===== config.mk =====
export PLATFORM = sky130hd
export DESIGN_NAME = sdram_host_emulator
export DESIGN_NICKNAME = d
export VERILOG_FILES = /design/src/rtl/sdram_host_emulator.sv
export SDC_FILE = /design/constraint.sdc
export NUM_CORES = 2
export LEC_CHECK = 0
export CAP_MARGIN = 20
export CORE_MARGIN = 2
export CORE_UTILIZATION = 45
export CTS_CLUSTER_DIAMETER = 30
export DETAILED_ROUTE_END_ITERATION = 6
export GPL_ROUTABILITY_DRIVEN = 0
export SYNTH_ARGS = -nofsm -noshare
export SYNTH_HDL_FRONTEND = slang
export SYNTH_SLANG_ARGS = --single-unit

===== constraint.sdc =====
create_clock -name clk -period 6.02 [get_ports clk]
set_clock_uncertainty 0.05 [all_clocks]
set_input_delay 1.806 -clock clk [delete_from_list [all_inputs] [get_ports clk]]
set_output_delay 1.806 -clock clk [all_outputs]
set_load 0.02 [all_outputs]

===== src/rtl/sdram_host_emulator.sv =====
// Stand-in for the SDRAM controller host port: a small on-chip array behind
// the controller's handshake, with matching busy windows, refresh stalls and read latency.
module sdram_host_emulator #(
  parameter int HADDR_WIDTH    = 24,
  parameter int MEM_AW         = 8,
  parameter int WR_CYCLES      = 2,
  parameter int RD_CYCLES      = 4,
  parameter int REFRESH_PERIOD = 1000,
  parameter int REFRESH_CYCLES = 8
) (
  input  logic                   clk,
  input  logic                   rst,
  input  logic [HADDR_WIDTH-1:0] haddr,
  input  logic [15:0]            data_input,
  output logic [15:0]            data_output,
  output logic                   busy,
  input  logic                   rd_enable,
  input  logic                   wr_enable,
  output logic                   rd_ready
);

  typedef enum logic [1:0] {IDLE, WRITE, READ, REFRESH} state_t;

  localparam logic [7:0]  LP_WR_LOAD  = 8'(WR_CYCLES - 1);
  localparam logic [7:0]  LP_RD_LOAD  = 8'(RD_CYCLES - 1);
  localparam logic [7:0]  LP_REF_LOAD = 8'(REFRESH_CYCLES - 1);
  localparam logic [15:0] LP_REF_LAST = 16'(REFRESH_PERIOD - 1);

  state_t            r_state;
  logic [7:0]        r_opCnt;
  logic [15:0]       r_refCnt;
  logic              r_refreshPending;
  logic [MEM_AW-1:0] r_addr;
  logic [15:0]       r_mem [0:(1<<MEM_AW)-1];

  logic w_idle;
  logic w_accept;
  logic w_wrap;
  logic w_unusedHaddr;

  assign w_idle        = (r_state == IDLE) && !r_refreshPending;
  assign w_accept      = w_idle && (rd_enable || wr_enable);
  assign w_wrap        = (r_refCnt == LP_REF_LAST);
  assign busy          = !w_idle;
  // Upper address bits alias onto the array and are deliberately dropped.
  assign w_unusedHaddr = ^haddr[HADDR_WIDTH-1:MEM_AW];

  // The write lands at the acceptance edge, so it is committed before its busy window.
  always_ff @(posedge clk) begin
    if (!rst && w_accept && wr_enable)
      r_mem[haddr[MEM_AW-1:0]] <= data_input;
  end

  always_ff @(posedge clk) begin
    if (rst) begin
      r_state          <= IDLE;
      r_opCnt          <= 8'd0;
      r_refCnt         <= 16'd0;
      r_refreshPending <= 1'b0;
      r_addr           <= '0;
      data_output      <= 16'h0000;
      rd_ready         <= 1'b0;
    end else begin
      rd_ready <= 1'b0;
      r_refCnt <= w_wrap ? 16'd0 : r_refCnt + 16'd1;

      case (r_state)
        IDLE: begin
          if (r_refreshPending) begin
            r_state          <= REFRESH;
            r_opCnt          <= LP_REF_LOAD;
            r_refreshPending <= 1'b0;
          end else if (wr_enable) begin
            r_state <= WRITE;
            r_opCnt <= LP_WR_LOAD;
          end else if (rd_enable) begin
            r_state <= READ;
            r_opCnt <= LP_RD_LOAD;
            r_addr  <= haddr[MEM_AW-1:0];
          end
        end
        WRITE, REFRESH: begin
          if (r_opCnt == 8'd0) r_state <= IDLE;
          else                 r_opCnt <= r_opCnt - 8'd1;
        end
        READ: begin
          if (r_opCnt == 8'd0) begin
            r_state     <= IDLE;
            data_output <= r_mem[r_addr];
            rd_ready    <= 1'b1;
          end else begin
            r_opCnt <= r_opCnt - 8'd1;
          end
        end
        default: r_state <= IDLE;
      endcase

      // A wrap on the same edge that starts a refresh still queues the next one.
      if (w_wrap) r_refreshPending <= 1'b1;
    end
  end

endmodule


Yosys cells after proc, flatten, opt, wreduce, memory -nomap -nowiden

Memories as Yosys holds them, arrays and structs flattened. A register that Yosys moved wholly into a read port is not among the register bits.
Index checks and enable logic that the tools add are counted.

Register bits: 36
Input bits: 44
Output and inout port bits: 18
Memories: 1
Memory bits (writable): 4096

Memories:

| name  | words | bits a word | rd ports | clocked after Yosys merged registers in | write ports | line | text |
|---|---|---|---|---|---|---|---|
| r_mem | 256   | 16          | 1        | 1                                       | 1           | 34   | `logic [15:0] r_mem [0:(1<<MEM_AW)-1];` |

Reductions and logical operators: 18
Bitwise logic cells: 3
$add $sub $neg: 2
Multiplexer cells: 15
Equality and inequality tests: 7

Operator list:

| kind                  | number |
|---|---|
| $mux 8                | 4 |
| $add 16x1->16 const B | 1 |
| $eq 16x10->1 const B  | 1 |
| $pmux 8 s2            | 1 |
| $logic_not 8->1       | 1 |
| $mux 2                | 4 |
| $sub 8x1->8 const B   | 1 |
| $reduce_and 2->1      | 3 |
| $mux 1                | 5 |
| $eq 2x2->1 const B    | 2 |
| $logic_and 1x1->1     | 4 |
| $ne 4x4->1 const B    | 1 |
| $pmux 2 s2            | 1 |
| $reduce_and 4->1      | 1 |
| $reduce_or 2->1       | 2 |
| $logic_not 1->1       | 3 |
| $not 1->1             | 3 |
| $reduce_or 3->1       | 1 |
| $eq 2x1->1 const B    | 1 |
| $logic_not 2->1       | 1 |
| $ne 2x1->1 const B    | 1 |
| $ne 2x2->1 const B    | 1 |
| $reduce_bool 2->1     | 1 |
| $logic_or 1x1->1      | 1 |

Logic depth before layout (Yosys ltp)

Word-level depth: 7
Gate-level depth with buffers: 14

Worst setup path before layout

Ideal clock, no wire load.

Path type: input to register
Start point: input rst
End point: memory r_mem[219][0] (enable)
Arrival: 3.705 ns
Path buffers: 2
Setup slack: 1.877 ns
Stages on the path: 6
Setup time: 0.388 ns
Path through: clkbuf_1 nand3b_1 nor3b_1 nand3_1 clkbuf_1 nor2_1

Longest elaborated chain between the ends: 5

RTL lines:

| item                           | line | text |
|---|---|---|
| start, declared                | 12   | `input logic rst,` |
| $logic_not 1->1                | 50   | `if (!rst && w_accept && wr_enable)` |
| $logic_and 1x1->1 (2 in a row) | 50   |  |
| $mux 1                         | 50   |  |
| $mux 1 (not written as such)   | 51   | `r_mem[haddr[MEM_AW-1:0]] <= data_input;` |
| end, declared                  | 34   |  |

No other way between the ends.

Worst setup path after layout

Start point: register r_state[1]
End point: output busy

Longest elaborated chain between the ends: 3

RTL lines:

| item                   | line | text |
|---|---|---|
| start, declared        | 29   | `state_t r_state;` |
| start signal, assigned | 56   | `r_state <= IDLE;` |
| start signal, assigned | 70   | `r_state <= REFRESH;` |
| start signal, assigned | 74   | `r_state <= WRITE;` |
| $logic_not 2->1        | 41   | `assign w_idle = (r_state == IDLE) && !r_refreshPending;` |
| $logic_and 1x1->1      | 41   |  |
| $logic_not 1->1        | 44   | `assign busy = !w_idle;` |
| end, declared          | 16   | `output logic busy,` |

No other way between the ends.

==> impl_metrics.yaml <==
route:
  vias: 82200
  drtPass1Iterations: 6
  wl_per_cell_um: 31.8
  viasPerCell: 5.99
  ant_nets: 0
  wl_mm: 437
  drt_iter0_drc: 10700
  drc_errors: 0
pwr:
  seqPwrFrac_pct: 42.3
  p_clk_share_pct: 53.6
  ir_worst_vdd_mv: 0.282
  power.leakage_nw: 60.2
  pwr-share-comb_pct: 4.1
  power.density_mw_per_mm2: 392
  intPower_w: 0.0590
  p_sw_share_pct: 21.8
  switchingPower_w: 0.0164
placement:
  hpwl_mm: 263
  dp.cells: 12400
  dpl_cell_area_mm2: 0.168
  numPortBuffers: 45
  preCtsSetupSlack_ns: 0.588
global_routing:
  antenna_found_initial: 25
  overflow: 0
  grt_max_degree: 153
  track_usage_pct: 24.1
  grt_pass1_vias: 81900
  grt_pass1_wl_mm: 616
logic_synthesis:
  yosysSeqAreaShare_pct: 77.6
  synthFlopType: "edfxtp_1"
  synth_top_area_cell: "edfxtp_1"
  ys_warn_count: 0
  synth_cells: 7571
  syn_area_per_cell_um2: 21.1
  synth_fp_nets: 7618
  async_flop_share_pct: 0
  synth-edff-count: 4096
  synth-seq-cells: 4148
  synth_area_mm2: 0.160
  synthTopCellsByArea: "edfxtp_1 77%, mux4_2 12%, mux2i_1 3.3%"
  synth_top_area_share_pct: 77.0
  synth_cell_types: 68
timing:
  worstMarginPinSlew_ns: 1.26
  slew_viol_final: 0
  rsz0062_at_grt: "false"
  slew_headroom_pct: 14.9
  finalSetupViolCount: 0
  finalWorstSetupSlack_ns: 1.02
  period_share_pct: 83.0
  setup_tns_ns: 0
  final_hold_viol_count: 0
  min_period_ns: 5.00
  max_freq_mhz: 200
job:
  cap_viol_max_count: 0
die:
  start_util_pct: 45.3
  die_y_um: 600
  dieArea_mm2: 0.360
  fp-row-count: 218
  die_w_um: 600
  coreArea_mm2: 0.353
  io_pins: 62
setup_path:
  slowest_stage: "clkdlybuf4s50_1"
  start_kind: "register"
  cpPeakStageDelay_ns: 0.66
  worst_ep_arrival_time_ns: 3.14
  path_delay_family: "buffers and inverters"
  cp.required_ns: 4.16
  worstSetupEndpointType: "primary output"
  path_cells: "or2_2, nor2_1, buf_4, inv_1, clkdlybuf4s50_1"
  timing.critical_path.buf_inv: 3
  crit_type: "reg -> out"
  crit_fanout: 11
cts:
  ctsResizeCount: 0
  cts_buffers: 698
  clk_pin_slew_ns: 0.04
  cts.htree.levels: 6
  cts_root_buffer: "clkbuf_16"
  cts_buffer_depth: 4
  cts_tree: "done"
  postCtsSetupBuffers: 0
  clkLatencyLatePin_ns: 0.99
  clock_sinks: 4148
  cts_hold_buffers: 0
min_path:
  hold_class: "reg -> reg"
cells_and_area:
  nets: 8443
  nFillCells: 26700
  stdcell_area_mm2: 0.193
  drive_above_1_share_pct: 28.8
  stdcell_count: 13700
  area_growth_pct: 20.5
status:
  outcome: "finished clean"
cell type report:
class	instances	area (um2)	area share [%]
flip-flops and latches	4148	124000	64.4
inverters	7	36.3	0.0188
repair buffers	564	5010	2.60
diodes	10	25.0	0.0130
multi-input cells	2977	33200	17.2
clock buffers	777	18000	9.33
clock inverters	510	6410	3.33
well taps	4730	5920	3.07
worst paths after layout:
check / start / to / slack (ns) / cells after the start
max: r_state[1] / busy / 1.02 / 5
min: r_refCnt[0] / r_refCnt[0] / 0.40 / 1
max reg2reg: r_addr[0] / data_output[8] / 1.23 / 10
min reg2reg: r_refCnt[0] / r_refCnt[0] / 0.40 / 1
logic make-up (layout without fill, tap and decap cells):
group	after synthesis	count (layout)	share of synthesized area [%]
AOI/OAI and AO/OA	673	673	2.97
other	0	10	0
muxes	1375	1375	15.1
DFF	4148	4148	77.6
buffers and inverters	446	1858	1.73
xor gates and xnor gates	18	18	0.0986
adders and majority gates	3	3	0.0235
and+or+nand+nor	908	908	2.46
cell usage in the layout (no fill, tap or decap), types with 69 or more instances in the layout:
master         n
mux4_2       826
clkinv_1      90
a211oi_1      73
bufinv_16    102
nand2_1      231
mux2i_1      521
clkinv_2      98
o22ai_1      128
buf_4        470
o21ai_0       88
clkinvlp_4    69
o221ai_1      77
nor2_1       368
clkbuf_16    705
edfxtp_1    4096
a21oi_1       85
nor3_1        77
synthesized netlist by cell type (all sizes together), types with 36 or more instances:
cell	number
nand4	36
o21ai	89
nor3	78
nand3	68
dfxtp	52
buf	265
nor2	399
o22ai	128
o221ai	78
a211oi	73
a221oi	56
nand2	239
mux4	826
clkbuf	174
mux2i	521
a22oi	39
a21oi	85
edfxtp	4096
routing by layer:
metal	wire length (um)	up-vias	global-route usage (%)
li1	-	33600	-
met1	175000	43800	33.7
met2	209000	4087	38.1
met3	37600	717	4.61
met4	15300	6	8.65
met5	38	-	0
power groups by stage:
stage	clock network, W	logic, W	registers [W]
3_5_place_dp	0	0.00309	0.0324
3_3_place_gp	0	0.00303	0.0324
4_1_cts	0.0409	0.00309	0.0319
5_1_grt	0.0422	0.00323	0.0319
2_1_floorplan	0	0.00165	0.0324
6_report	0.0404	0.00308	0.0319
state kept, by name, indices dropped and copies added, names as in the netlist:
register and cells:
r_mem 4096, data_output 16, r_refCnt 16, r_addr 8
r_opCnt 8, r_state 2, r_refreshPending 1, rd_ready 1
per-stage QoR:
| stage | utilization [%] | hold WS, ns | power (W) |
|---|---|---|---|
| floorplan | - | 0.368 | 0.0340 |
| finish | 54.6 | 0.398 | 0.0754 |
| global route | 54.6 | 0.425 | 0.0773 |
| detailed placement | 47.7 | 0.394 | 0.0355 |
| CTS | 54.6 | 0.400 | 0.0759 |
| global placement | 47.6 | 0.381 | 0.0355 |
No activity file was read; power rests on OpenSTA's default activity.
